--- config.mk ---
export PLATFORM = sky130hd
export DESIGN_NAME = sprite_scanner_flat
export DESIGN_NICKNAME = d
export VERILOG_FILES = /design/src/rtl/bloons_vga_pkg.sv /design/src/rtl/sprite_scanner_if.sv /design/src/rtl/vga_timing_gen.sv /design/src/rtl/sprite_scanner.sv /design/src/flat_wrapper.sv
export SDC_FILE = /design/constraint.sdc
export NUM_CORES = 1
export LEC_CHECK = 0
export ABC_AREA = 1
export CAP_MARGIN = 10
export CORE_MARGIN = 2
export CORE_UTILIZATION = 53
export CTS_CLUSTER_SIZE = 28
export DETAILED_ROUTE_END_ITERATION = 16
export PLACE_DENSITY = 0.81
export SLEW_MARGIN = 5
export SYNTH_ARGS = -nofsm -noshare
export SYNTH_HDL_FRONTEND = slang
export SYNTH_SLANG_ARGS = --single-unit
--- constraint.sdc ---
create_clock -name vga_clk -period 2.7 [get_ports vga_clk]
set_input_delay 0.27 -clock vga_clk [delete_from_list [all_inputs] [get_ports vga_clk]]
set_output_delay 0.27 -clock vga_clk [all_outputs]
set_load 0.1 [all_outputs]
--- src/rtl/bloons_vga_pkg.sv ---
// Shared 640x480@60 VGA geometry and coordinate type used by the scanner and every renderer.
package bloons_vga_pkg;

    typedef logic [9:0] coord_t;

    localparam int VGA_H_VISIBLE    = 640;
    localparam int VGA_H_SYNC_START = 656;
    localparam int VGA_H_SYNC_END   = 751;
    localparam int VGA_H_TOTAL      = 800;
    localparam int VGA_V_VISIBLE    = 480;
    localparam int VGA_V_SYNC_START = 490;
    localparam int VGA_V_SYNC_END   = 491;
    localparam int VGA_V_TOTAL      = 525;

    function automatic coord_t to_coord(input int value);
        return coord_t'(value);
    endfunction

endpackage

--- src/rtl/sprite_scanner_if.sv ---
// Bundle between the sprite scanner and its renderer; mirror exists only with SPRITE_MIRROR_EN.
interface sprite_scanner_if;
    import bloons_vga_pkg::*;

    coord_t SpriteX;
    coord_t SpriteY;
`ifdef SPRITE_MIRROR_EN
    logic   mirror;
`endif
    logic   hs;
    logic   vs;
    logic   blank;
    coord_t DrawX;
    coord_t DrawY;
    coord_t RelativeX;
    coord_t RelativeY;
    logic   sprite_hit;
    logic   sprite_hit_d;
    logic   frame_start;

    modport master (
        input  SpriteX, SpriteY,
`ifdef SPRITE_MIRROR_EN
        input  mirror,
`endif
        output hs, vs, blank, DrawX, DrawY, RelativeX, RelativeY,
        output sprite_hit, sprite_hit_d, frame_start
    );

    modport slave (
        output SpriteX, SpriteY,
`ifdef SPRITE_MIRROR_EN
        output mirror,
`endif
        input  hs, vs, blank, DrawX, DrawY, RelativeX, RelativeY,
        input  sprite_hit, sprite_hit_d, frame_start
    );

endinterface

--- src/rtl/vga_timing_gen.sv ---
// Pixel/line counters with registered sync, blank and frame_start, all aligned to the counters.
module vga_timing_gen
    import bloons_vga_pkg::*;
#(
    parameter int H_VISIBLE    = VGA_H_VISIBLE,
    parameter int H_SYNC_START = VGA_H_SYNC_START,
    parameter int H_SYNC_END   = VGA_H_SYNC_END,
    parameter int H_TOTAL      = VGA_H_TOTAL,
    parameter int V_VISIBLE    = VGA_V_VISIBLE,
    parameter int V_SYNC_START = VGA_V_SYNC_START,
    parameter int V_SYNC_END   = VGA_V_SYNC_END,
    parameter int V_TOTAL      = VGA_V_TOTAL
) (
    input  logic   vga_clk,
    input  logic   reset_n,
    output coord_t draw_x,
    output coord_t draw_y,
    output logic   hs,
    output logic   vs,
    output logic   blank,
    output logic   frame_start
);

    localparam coord_t H_LAST = to_coord(H_TOTAL - 1);
    localparam coord_t V_LAST = to_coord(V_TOTAL - 1);
    localparam coord_t H_VIS  = to_coord(H_VISIBLE);
    localparam coord_t V_VIS  = to_coord(V_VISIBLE);
    localparam coord_t H_SS   = to_coord(H_SYNC_START);
    localparam coord_t H_SE   = to_coord(H_SYNC_END);
    localparam coord_t V_SS   = to_coord(V_SYNC_START);
    localparam coord_t V_SE   = to_coord(V_SYNC_END);

    coord_t next_x;
    coord_t next_y;

    always_comb begin
        next_x = draw_x + 10'd1;
        next_y = draw_y;
        if (draw_x == H_LAST) begin
            next_x = '0;
            next_y = (draw_y == V_LAST) ? '0 : draw_y + 10'd1;
        end
    end

    // Decoding the next position keeps sync/blank in the same cycle as the counters they describe.
    always_ff @(posedge vga_clk or negedge reset_n) begin
        if (!reset_n) begin
            draw_x      <= '0;
            draw_y      <= '0;
            hs          <= 1'b1;
            vs          <= 1'b1;
            blank       <= 1'b1;
            frame_start <= 1'b0;
        end else begin
            draw_x      <= next_x;
            draw_y      <= next_y;
            hs          <= !((next_x >= H_SS) && (next_x <= H_SE));
            vs          <= !((next_y >= V_SS) && (next_y <= V_SE));
            blank       <= (next_x < H_VIS) && (next_y < V_VIS);
            frame_start <= (next_x == '0) && (next_y == '0);
        end
    end

endmodule

--- src/rtl/sprite_scanner.sv ---
// VGA scanner with a frame-latched sprite box, hit/offset outputs and a hit delay line.
// Optional horizontal mirroring is enabled with the SPRITE_MIRROR_EN macro.
module sprite_scanner
    import bloons_vga_pkg::*;
#(
    parameter int SPRITE_W     = 32,
    parameter int PIPE_DLY     = 2,
    parameter int H_VISIBLE    = VGA_H_VISIBLE,
    parameter int H_SYNC_START = VGA_H_SYNC_START,
    parameter int H_SYNC_END   = VGA_H_SYNC_END,
    parameter int H_TOTAL      = VGA_H_TOTAL,
    parameter int V_VISIBLE    = VGA_V_VISIBLE,
    parameter int V_SYNC_START = VGA_V_SYNC_START,
    parameter int V_SYNC_END   = VGA_V_SYNC_END,
    parameter int V_TOTAL      = VGA_V_TOTAL
) (
    input  logic             vga_clk,
    input  logic             reset_n,
    sprite_scanner_if.master bus
);

    localparam coord_t      LATCH_ROW = to_coord(V_VISIBLE);
    localparam coord_t      LAST_OFF  = to_coord(SPRITE_W - 1);
    localparam logic [10:0] SPAN      = 11'(SPRITE_W);

    coord_t              draw_x;
    coord_t              draw_y;
    logic                blank;
    coord_t              latched_x;
    coord_t              latched_y;
    logic                active;
    logic [10:0]         dx;
    logic [10:0]         dy;
    logic                hit;
    coord_t              off_x;
    logic [PIPE_DLY-1:0] dly;
`ifdef SPRITE_MIRROR_EN
    logic                latched_mirror;
`endif

    vga_timing_gen #(
        .H_VISIBLE   (H_VISIBLE),
        .H_SYNC_START(H_SYNC_START),
        .H_SYNC_END  (H_SYNC_END),
        .H_TOTAL     (H_TOTAL),
        .V_VISIBLE   (V_VISIBLE),
        .V_SYNC_START(V_SYNC_START),
        .V_SYNC_END  (V_SYNC_END),
        .V_TOTAL     (V_TOTAL)
    ) u_timing (
        .vga_clk    (vga_clk),
        .reset_n    (reset_n),
        .draw_x     (draw_x),
        .draw_y     (draw_y),
        .hs         (bus.hs),
        .vs         (bus.vs),
        .blank      (blank),
        .frame_start(bus.frame_start)
    );

    // Position is only picked up at the start of vertical blanking so a frame never tears.
    always_ff @(posedge vga_clk or negedge reset_n) begin
        if (!reset_n) begin
            latched_x <= '0;
            latched_y <= '0;
`ifdef SPRITE_MIRROR_EN
            latched_mirror <= 1'b0;
`endif
        end else if ((draw_x == '0) && (draw_y == LATCH_ROW)) begin
            latched_x <= bus.SpriteX;
            latched_y <= bus.SpriteY;
`ifdef SPRITE_MIRROR_EN
            latched_mirror <= bus.mirror;
`endif
        end
    end

    // The reset-time (0,0) pixel would otherwise hit the reset-latched box at (0,0).
    always_ff @(posedge vga_clk or negedge reset_n) begin
        if (!reset_n) begin
            active <= 1'b0;
        end else begin
            active <= 1'b1;
        end
    end

    always_comb begin
        dx  = {1'b0, draw_x} - {1'b0, latched_x};
        dy  = {1'b0, draw_y} - {1'b0, latched_y};
        hit = active && blank && (dx < SPAN) && (dy < SPAN);
`ifdef SPRITE_MIRROR_EN
        off_x = latched_mirror ? (LAST_OFF - dx[9:0]) : dx[9:0];
`else
        off_x = dx[9:0];
`endif
    end

    always_ff @(posedge vga_clk or negedge reset_n) begin
        if (!reset_n) begin
            dly <= '0;
        end else begin
            dly[0] <= hit;
            for (int i = 1; i < PIPE_DLY; i++) begin
                dly[i] <= dly[i-1];
            end
        end
    end

    assign bus.DrawX        = draw_x;
    assign bus.DrawY        = draw_y;
    assign bus.blank        = blank;
    assign bus.sprite_hit   = hit;
    assign bus.RelativeX    = hit ? off_x : '0;
    assign bus.RelativeY    = hit ? dy[9:0] : '0;
    assign bus.sprite_hit_d = dly[PIPE_DLY-1];

endmodule

--- src/flat_wrapper.sv ---
// flat-port wrapper written by rule: the top's interface ports become plain ports
module sprite_scanner_flat import bloons_vga_pkg::*;
#(
    parameter int SPRITE_W     = 32,
    parameter int PIPE_DLY     = 2,
    parameter int H_VISIBLE    = VGA_H_VISIBLE,
    parameter int H_SYNC_START = VGA_H_SYNC_START,
    parameter int H_SYNC_END   = VGA_H_SYNC_END,
    parameter int H_TOTAL      = VGA_H_TOTAL,
    parameter int V_VISIBLE    = VGA_V_VISIBLE,
    parameter int V_SYNC_START = VGA_V_SYNC_START,
    parameter int V_SYNC_END   = VGA_V_SYNC_END,
    parameter int V_TOTAL      = VGA_V_TOTAL
)
  (vga_clk, reset_n, bus_SpriteX, bus_SpriteY, bus_hs, bus_vs, bus_blank, bus_DrawX, bus_DrawY, bus_RelativeX, bus_RelativeY, bus_sprite_hit, bus_sprite_hit_d, bus_frame_start);
  sprite_scanner_if bus_i ();
  input  logic vga_clk;
  input  logic reset_n;
  input wire logic [$bits(bus_i.SpriteX)-1:0] bus_SpriteX;
  input wire logic [$bits(bus_i.SpriteY)-1:0] bus_SpriteY;
  output wire logic [$bits(bus_i.hs)-1:0] bus_hs;
  output wire logic [$bits(bus_i.vs)-1:0] bus_vs;
  output wire logic [$bits(bus_i.blank)-1:0] bus_blank;
  output wire logic [$bits(bus_i.DrawX)-1:0] bus_DrawX;
  output wire logic [$bits(bus_i.DrawY)-1:0] bus_DrawY;
  output wire logic [$bits(bus_i.RelativeX)-1:0] bus_RelativeX;
  output wire logic [$bits(bus_i.RelativeY)-1:0] bus_RelativeY;
  output wire logic [$bits(bus_i.sprite_hit)-1:0] bus_sprite_hit;
  output wire logic [$bits(bus_i.sprite_hit_d)-1:0] bus_sprite_hit_d;
  output wire logic [$bits(bus_i.frame_start)-1:0] bus_frame_start;
  assign bus_i.SpriteX = bus_SpriteX;
  assign bus_i.SpriteY = bus_SpriteY;
  assign bus_hs = bus_i.hs;
  assign bus_vs = bus_i.vs;
  assign bus_blank = bus_i.blank;
  assign bus_DrawX = bus_i.DrawX;
  assign bus_DrawY = bus_i.DrawY;
  assign bus_RelativeX = bus_i.RelativeX;
  assign bus_RelativeY = bus_i.RelativeY;
  assign bus_sprite_hit = bus_i.sprite_hit;
  assign bus_sprite_hit_d = bus_i.sprite_hit_d;
  assign bus_frame_start = bus_i.frame_start;
  sprite_scanner #(.SPRITE_W(SPRITE_W), .PIPE_DLY(PIPE_DLY), .H_VISIBLE(H_VISIBLE), .H_SYNC_START(H_SYNC_START), .H_SYNC_END(H_SYNC_END), .H_TOTAL(H_TOTAL), .V_VISIBLE(V_VISIBLE), .V_SYNC_START(V_SYNC_START), .V_SYNC_END(V_SYNC_END), .V_TOTAL(V_TOTAL)) u_core (.vga_clk(vga_clk), .reset_n(reset_n), .bus(bus_i));
endmodule
==> impl_metrics.tcl, run 1 <==
set metrics [dict create \
    synth-async-reset-ratio 1.00 \
    crit_buf_inv 4 \
    antenna_found_initial 0 \
    min_period_ns 2.95 \
    ys_seq_elements 47 \
    track_usage 0.259 \
    avgSynthCellArea_um2 6.61 \
    hold_violations 0 \
    synth_edf_count 0 \
    rows 30 \
    layout-drive-gt1-share 0.204 \
    design_area_mm2 0.00473 \
    start_util 0.544 \
    place_ws_ns 0.0530 \
    dp_hpwl_um 7470 \
    setup_viol 11 \
    fin_skew_ns 0.00803 \
    netlist.area_leader.share 0.301 \
    dr.first_iter.drc_count 248 \
    cts_root_buffer "clkbuf_8" \
    cts_tree "yes" \
    crit_arrival_ns 2.68 \
    rsz0062_at_grt "yes" \
    path_delay_family "simple AND/OR/NAND/NOR gates" \
    synthTopCellsByArea "dfrtp_1 30%, nand2_1 17%, inv_1 12%, ha_1 8.2%, nand3_1 6.4%" \
    synthToLayoutAreaGrowth_pct 29.4 \
    ir_drop_uv 207 \
    maxCapViolCount 0 \
    status "complete, but fails checks" \
    gp_congestion 0.919 \
    grt_pass1_vias 3436 \
    cp_slowest_cell "dfrtp_4" \
    drc 0 \
    vias_per_cell 5.18 \
    cp-end-kind "output pin" \
    violations "setup timing" \
    htree_num_levels 2 \
    start_kind "register" \
    hp-class "in -> async" \
    worstPathCellList "clkinv_4, ha_4, inv_4, fa_2, nand3_2, nand3_2, nand2_2, nand2_2, nand2_1, nand2_1, nor2_1, nand3_1, nor2_2, nand2_2, clkbuf_16, nor2_4, buf_12" \
    fp.coreArea_mm2 0.00672 \
    ys.flop_type "dfrtp_1" \
    grt_overflow 0 \
    drt_first_pass_iters 6 \
    synthDistinctLibCells 31 \
    finish.utilization 0.704 \
    die_area_mm2 0.00758 \
    cp.required_ns 2.43 \
    nets 674 \
    setup.worst_path.class "reg -> out" \
    relSlewSlack 0.466 \
    tightest_slew_ns 0.801 \
    dp.cells 694 \
    ant_nets 0 \
    grt_pass1_wl_um 15400 \
    timing.fmax_mhz 339 \
    timing.final.ws_setup_ns -0.246 \
    cts_made_buffers 5 \
    die_y_um 87.1 \
    cts.path.max_buffers 2 \
    pwr_density_cell_mw_per_mm2 291 \
    placed_area_mm2 0.00453 \
    yosys_warnings 0 \
    setup_tns_ns -2.57 \
    syn_area_mm2 0.00366 \
    grt_max_degree 41 \
    wl_um 9500 \
    yosysTopAreaCell "dfrtp_1" \
    slew_viol_final 0 \
    clock_latency_ns 0.31 \
    die_w_um 87.1 \
    worstPathMaxFanout 5 \
    post-route-period-util 1.09 \
    synth_cells 553 \
    yosysSeqAreaShare 0.323 \
    io_buffers 57 \
    clk_pin_slew_ns 0.09 \
    leakage_nw 2.72 \
    clkSinkCount 47 \
    final_cells 707 \
    via_count 3661 \
    path_common_cell "nand2_2" \
    antennaDiodeCount 0 \
    pin_count 68 \
    crit_path_max_incr_delay_ns 0.50 \
    routedWlPerCell_um 13.4 \
]
## power by group
group	internal, mW	switching, mW
sequential	0.704	0.000223
clock	0.300	0.259
combinational	0.0299	0.0820
## cells in the final DEF (no fill, tap or decap), types with 2 or more instances in the layout
cell,count
a21o_1,3
a21oi_1,6
buf_12,12
buf_4,40
clkbuf_8,6
clkdlybuf4s50_1,20
conb_1,11
dfrtp_1,25
dfrtp_2,17
dfrtp_4,2
dfstp_2,3
fa_2,2
ha_1,21
ha_4,3
inv_1,110
inv_2,3
inv_4,2
nand2_1,165
nand2_2,5
nand3_1,43
nand3_2,6
nand4_1,15
nor2_1,37
nor2_2,7
nor2_4,13
nor3_1,5
nor4_1,2
o21ai_0,23
o21ai_1,2
xnor2_1,6
## metrics by stage
stage	power (mW)	hold slack, ns
after floorplan	0.796	-0.0256
after global placement	0.831	0.345
after detailed placement	0.831	0.352
after CTS	1.39	0.0684
after global routing	1.43	0.0937
final	1.38	0.0424
## path summary, 6_finish.rpt
| check | start | to | slack (ns) | depth (start not counted) |
|---|---|---|---|---|
| worst max-delay path | u_core.u_timing.draw_x[0]$_DFF_PN0_ | bus_RelativeY[4] | -0.25 | 17 |
| worst min-delay path | reset_n | u_core.u_timing.draw_x[0]$_DFF_PN0_ | 0.04 | 1 |
| worst max register to register | u_core.u_timing.draw_y[0]$_DFF_PN0_ | u_core.dly[0]$_DFF_PN0_ | 0.43 | 14 |
| worst min register to register | u_core.dly[0]$_DFF_PN0_ | u_core.dly[1]$_DFF_PN0_ | 0.37 | 0 |
| max in group asynchronous | reset_n | u_core.u_timing.blank$_DFF_PN1_ | 1.99 | 2 |
| min in group vga_clk | u_core.dly[0]$_DFF_PN0_ | u_core.dly[1]$_DFF_PN0_ | 0.37 | 0 |
## sequential cells by signal, summed over array words and instances, names as in the netlist
register and cells:
u_core.u_timing.vs 1, u_core.u_timing.frame_start 1, u_core.u_timing.hs 1, u_core.dly 2, u_core.latched_y 10, u_core.u_timing.blank 1
u_core.latched_x 10, u_core.active 1, u_core.u_timing.draw_y 10, u_core.u_timing.draw_x 10
## synth_stat cells, types with 3 or more instances
cell type,count
inv_1,115
nor3_1,5
nor2_2,15
nor2_4,3
nand3_1,47
nand4_1,15
xnor2_1,6
clkbuf_1,4
buf_4,10
a21oi_1,7
a21o_1,3
dfstp_2,3
ha_1,24
dfrtp_1,44
nor2_1,39
nand2_1,168
o21ai_0,23
## what timing repair did
item,CTS,global route
buffers inserted,2,2
gates cloned,0,1
pin swaps,1,3
endpoints found under the setup margin,11,11
gates resized for setup,1,7
hold buffers,0,0
## per-layer routing
metal  global-route usage  vias up  part of all wire
li1                     -     1828                 -
met3               0.0351        7             0.051
met2                0.450      118              0.51
met5                    0        -                 0
met1                0.335     1708              0.43
met4               0.0767        0             0.011
## cell families after synthesis
logic type               synth area share
AO/OA/AOI/OAI                      0.0558
other                             0.00205
flip-flops                          0.323
AND/OR/NAND/NOR                     0.359
buffers and inverters               0.153
adder cells (fa/ha/maj)            0.0931
XOR/XNOR                           0.0144
## layout make-up
| type | instances | area (um2) |
|---|---|---|
| Clock inverter | 2 | 35.0 |
| Tap cell | 80 | 100 |
| Sequential cell | 47 | 1210 |
| Inverter | 118 | 457 |
| Multi-Input combinational cell | 380 | 2080 |
| Clock buffer | 6 | 82.6 |
| Timing Repair Buffer | 74 | 771 |
| Fill cell | 588 | 1990 |
(Power assumes the default switching activity.)
==> run 2: changes to the inputs <==
- SKIP_CTS_REPAIR_TIMING: not set -> 1
==> impl_metrics.tcl, run 2 (same netlist as run 1, synthesis figures left out) <==
set metrics [dict create \
    htree_num_levels 2 \
    cts.path.max_buffers 2 \
    die_y_um 87.1 \
    gp_congestion 0.919 \
    dr.first_iter.drc_count 221 \
    crit_arrival_ns 2.70 \
    timing.final.ws_setup_ns -0.274 \
    clk_pin_slew_ns 0.09 \
    routedWlPerCell_um 13.4 \
    cts_made_buffers 5 \
    final_cell_mix "165 x nand2_1, 110 x inv_1, 43 x nand3_1, 39 x buf_4, 37 x nor2_1" \
    final_cells 706 \
    pin_count 68 \
    cp-end-kind "output pin" \
    rsz0062_at_grt "yes" \
    setup_viol 11 \
    maxCapViolCount 0 \
    mostFrequentLayoutCell "nand2_1" \
    cts_tree "yes" \
    vias_per_cell 5.15 \
    rows 30 \
    p_int_mw 1.03 \
    grt_max_degree 41 \
    violations "setup timing" \
    grt_pass1_vias 3425 \
    start_kind "register" \
    dp.cells 694 \
    nets 673 \
    via_count 3634 \
    p_clk_frac 0.406 \
    track_usage 0.259 \
    io_buffers 57 \
    clkSinkCount 47 \
    wl_um 9490 \
    clock_latency_ns 0.31 \
    pwr-share-comb 0.082 \
    relSlewSlack 0.464 \
    cts_root_buffer "clkbuf_8" \
    tightest_slew_ns 0.804 \
    pwr_density_cell_mw_per_mm2 292 \
    p_switching_mw 0.341 \
    start_util 0.544 \
    dp_hpwl_um 7470 \
    antennaDiodeCount 0 \
    slew_viol_final 0 \
    ir_drop_uv 206 \
    hold_violations 0 \
    finish.utilization 0.702 \
    min_period_ns 2.97 \
    post-route-period-util 1.10 \
    layout-drive-gt1-share 0.203 \
    die_w_um 87.1 \
    switching_share 0.248 \
    cp.required_ns 2.43 \
    grt_overflow 0 \
    timing.fmax_mhz 336 \
    fp.coreArea_mm2 0.00672 \
    status "complete, but fails checks" \
    leakage_nw 2.71 \
    drc 0 \
    fin_skew_ns 0.00763 \
    hp-class "in -> async" \
    grt_pass1_wl_um 15400 \
    drt_first_pass_iters 5 \
    ant_nets 0 \
    antenna_found_initial 0 \
    die_area_mm2 0.00758 \
    synthToLayoutAreaGrowth_pct 29.0 \
    worstPathMaxFanout 5 \
    setup.worst_path.class "reg -> out" \
    p_seq_frac 0.512 \
]
==> run 2: power by group through the flow <==
stage,registers [mW],clock network [mW],logic (mW)
detailed placement,0.718,0,0.113
CTS,0.704,0.569,0.113
global route,0.705,0.601,0.120
global placement,0.718,0,0.112
finish,0.704,0.559,0.112
floorplan,0.718,0,0.0773
==> run 2: path summary, 6_finish.rpt <==
path,start,end,slack (ns),cells past startpoint
worst max-delay path,u_core.u_timing.draw_x[0]$_DFF_PN0_,bus_RelativeY[4],-0.27,17
worst min-delay path,reset_n,u_core.u_timing.draw_x[0]$_DFF_PN0_,0.04,1
worst max register to register,u_core.u_timing.draw_y[0]$_DFF_PN0_,u_core.dly[0]$_DFF_PN0_,0.44,14
worst min register to register,u_core.dly[0]$_DFF_PN0_,u_core.dly[1]$_DFF_PN0_,0.37,0
max in group asynchronous,reset_n,u_core.u_timing.blank$_DFF_PN1_,1.99,2
min in group vga_clk,u_core.dly[0]$_DFF_PN0_,u_core.dly[1]$_DFF_PN0_,0.37,0
==> run 2: layout make-up <==
| cell class | instances | area [um2] |
|---|---|---|
| Clock inverter | 2 | 35.0 |
| Sequential cell | 47 | 1210 |
| Fill cell | 587 | 2000 |
| Timing Repair Buffer | 73 | 763 |
| Clock buffer | 6 | 82.6 |
| Multi-Input combinational cell | 380 | 2070 |
| Tap cell | 80 | 100 |
| Inverter | 118 | 457 |
==> run 2: layer usage <==
metal	wire length, um	part of all wire	track usage
met2	4770	0.50	0.449
met1	4120	0.43	0.337
met5	0	0	0
met3	464	0.049	0.0351
met4	132	0.014	0.0767
==> run 2: per-stage QoR <==
step / instance area [um2] / worst slack (ns) / power [mW] / TNS [ns] / hold slack, ns
2_1_floorplan: 3840 / -0.200 / 0.796 / -1.86 / -0.0256
3_3_place_gp: 4530 / 0.121 / 0.831 / 0 / 0.345
3_5_place_dp: 4530 / 0.0530 / 0.831 / 0 / 0.352
4_1_cts: 4650 / -0.298 / 1.39 / -3.04 / 0.0684
5_1_grt: 4710 / -0.439 / 1.43 / -4.72 / 0.0960
6_report: 4710 / -0.274 / 1.38 / -2.88 / 0.0443
==> run 2: worst max-delay path: stages (launching register included) <==
cell,delay (ns)
dfrtp_4,0.51
clkinv_4,0.07
ha_4,0.13
inv_4,0.04
fa_2,0.38
nand3_2,0.08
nand3_2,0.08
nand2_2,0.09
nand2_2,0.04
nand2_1,0.06
nand2_1,0.04
nor2_1,0.09
nand3_1,0.09
nor2_2,0.12
nand2_2,0.10
clkbuf_16,0.18
nor2_4,0.10
buf_12,0.18
==> run 3: changes to the inputs <==
- CORE_ASPECT_RATIO: not set -> 0.75
- CORE_MARGIN: 2 -> 10
==> impl_metrics.tcl, run 3 (same netlist as run 1, synthesis figures left out) <==
set metrics [dict create \
    final_cell_mix "166 x nand2_1, 110 x inv_1, 48 x buf_4, 43 x nand3_1, 37 x nor2_1" \
    hold_violations 0 \
    dr.first_iter.drc_count 264 \
    fp.coreArea_mm2 0.00677 \
    cp.required_ns 2.43 \
    wl_um 10100 \
    synthToLayoutAreaGrowth_pct 30.0 \
    antennaDiodeCount 0 \
    grt_overflow 0 \
    whs_ns 0.0575 \
    layout-drive-gt1-share 0.208 \
    status "complete, but fails checks" \
    antenna_found_initial 0 \
    pwr_density_cell_mw_per_mm2 281 \
    design_area_mm2 0.00475 \
    start_util 0.540 \
    clk_pin_slew_ns 0.09 \
    cp-end-kind "output pin" \
    min_period_ns 3.08 \
    p_clk_frac 0.387 \
    pin_count 68 \
    vias_per_cell 5.13 \
    die_area_mm2 0.0107 \
    final_cells 719 \
    reg2reg_from "u_core.u_timing.draw_x[0]$_DFF_PN0_" \
    grt_pass1_wl_um 16800 \
    rows 26 \
    htree_num_levels 2 \
    tightest_slew_ns 0.831 \
    drt_first_pass_iters 5 \
    switching_share 0.242 \
    pwr-share-comb 0.085 \
    grt_max_degree 41 \
    placed_area_mm2 0.00458 \
    p_switching_mw 0.323 \
    slew_viol_final 0 \
    crit_path_start "u_core.u_timing.draw_x[0]$_DFF_PN0_" \
    relSlewSlack 0.446 \
    mostFrequentLayoutCell "nand2_1" \
    setup_viol 11 \
    ir_drop_uv 249 \
    via_count 3685 \
    dp_hpwl_um 8130 \
    ant_nets 0 \
    clock_latency_ns 0.30 \
    routedWlPerCell_um 14.0 \
    place_ws_ns -0.0199 \
    num-fill-cells 531 \
    start_kind "register" \
    post-route-period-util 1.14 \
    cts_root_buffer "clkbuf_8" \
    finish.utilization 0.702 \
    rsz0062_at_grt "yes" \
    crit_arrival_ns 2.81 \
    path_common_cell "nand2_1" \
    leakage_nw 2.74 \
    setup_tns_ns -3.82 \
    timing.final.ws_setup_ns -0.378 \
    clkSinkCount 47 \
    nets 682 \
    track_usage 0.191 \
    io_buffers 57 \
    die_y_um 91.9 \
    worstPathMaxFanout 5 \
    gp_congestion 0.961 \
    violations "setup timing" \
    cts_tree "yes" \
    drc 0 \
    hp-class "in -> async" \
    cts.path.max_buffers 2 \
    worstPathCellList "inv_4, ha_4, inv_4, fa_2, nand3_2, nand3_2, nand2_2, nand2_1, nand2_1, nand2_1, nor2_1, nand3_1, nor2_2, nand2_4, buf_4, nor2_4, buf_12" \
    grt_pass1_vias 3602 \
    p_seq_frac 0.528 \
    power.total_mw 1.33 \
    cts_made_buffers 5 \
    cp_slowest_cell "dfrtp_4" \
    timing.fmax_mhz 325 \
    p_int_mw 1.01 \
    maxCapViolCount 0 \
    dp.cells 705 \
    setup.worst_path.class "reg -> out" \
    fin_skew_ns 0.00799 \
    crit_path_max_incr_delay_ns 0.51 \
    die_w_um 116 \
]
[run 3: changes by cell type in the layout (fill, tap and decap cells not counted), sizes merged]
cell    before  now
buf         52   62
clkinv       3    1
inv        115  116
[run 3: power groups by stage]
stage | clock [mW] | combinational, mW | sequential, mW
4_1_cts | 0.534 | 0.115 | 0.704
5_1_grt | 0.559 | 0.121 | 0.704
2_1_floorplan | 0 | 0.0773 | 0.718
3_5_place_dp | 0 | 0.114 | 0.718
3_3_place_gp | 0 | 0.113 | 0.718
6_report | 0.517 | 0.113 | 0.704
[run 3: final timing paths]
| check | to | slack, ns | cells after the start |
|---|---|---|---|
| setup / recovery | bus_RelativeX[0] | -0.38 | 17 |
| hold / removal | u_core.u_timing.draw_x[4]$_DFF_PN0_ | 0.06 | 1 |
| hold reg to reg | u_core.dly[1]$_DFF_PN0_ | 0.37 | 0 |
| min in group vga_clk | u_core.dly[1]$_DFF_PN0_ | 0.37 | 0 |
| setup reg to reg | u_core.dly[0]$_DFF_PN0_ | 0.37 | 16 |
| max in group asynchronous | u_core.u_timing.hs$_DFF_PN1_ | 1.94 | 2 |
[run 3: worst max-delay path, delay by kind of cell, from the launching register on]
family,cells,cell delay [ns]
DFF,1,0.51
and+or+nand+nor,11,1.01
buffers and inverters,4,0.46
adders and majority gates,2,0.52
[run 3: final cells by class]
type	count	area (um2)	share of cell area
Clock buffer	7	76.3	0.0161
Clock inverter	1	30.0	0.00632
Inverter	118	454	0.0956
Multi-Input combinational cell	380	2070	0.435
Sequential cell	47	1210	0.254
Tap cell	84	105	0.0221
Timing Repair Buffer	82	812	0.171
[run 3: layer usage]
layer / up-vias / GRT usage / share of wire
li1: 1842 / - / -
met1: 1698 / 0.255 / 0.44
met3: 8 / 0.0371 / 0.075
met4: 0 / 0.0322 / 0.0063
met2: 137 / 0.319 / 0.48
met5: - / 0 / 0
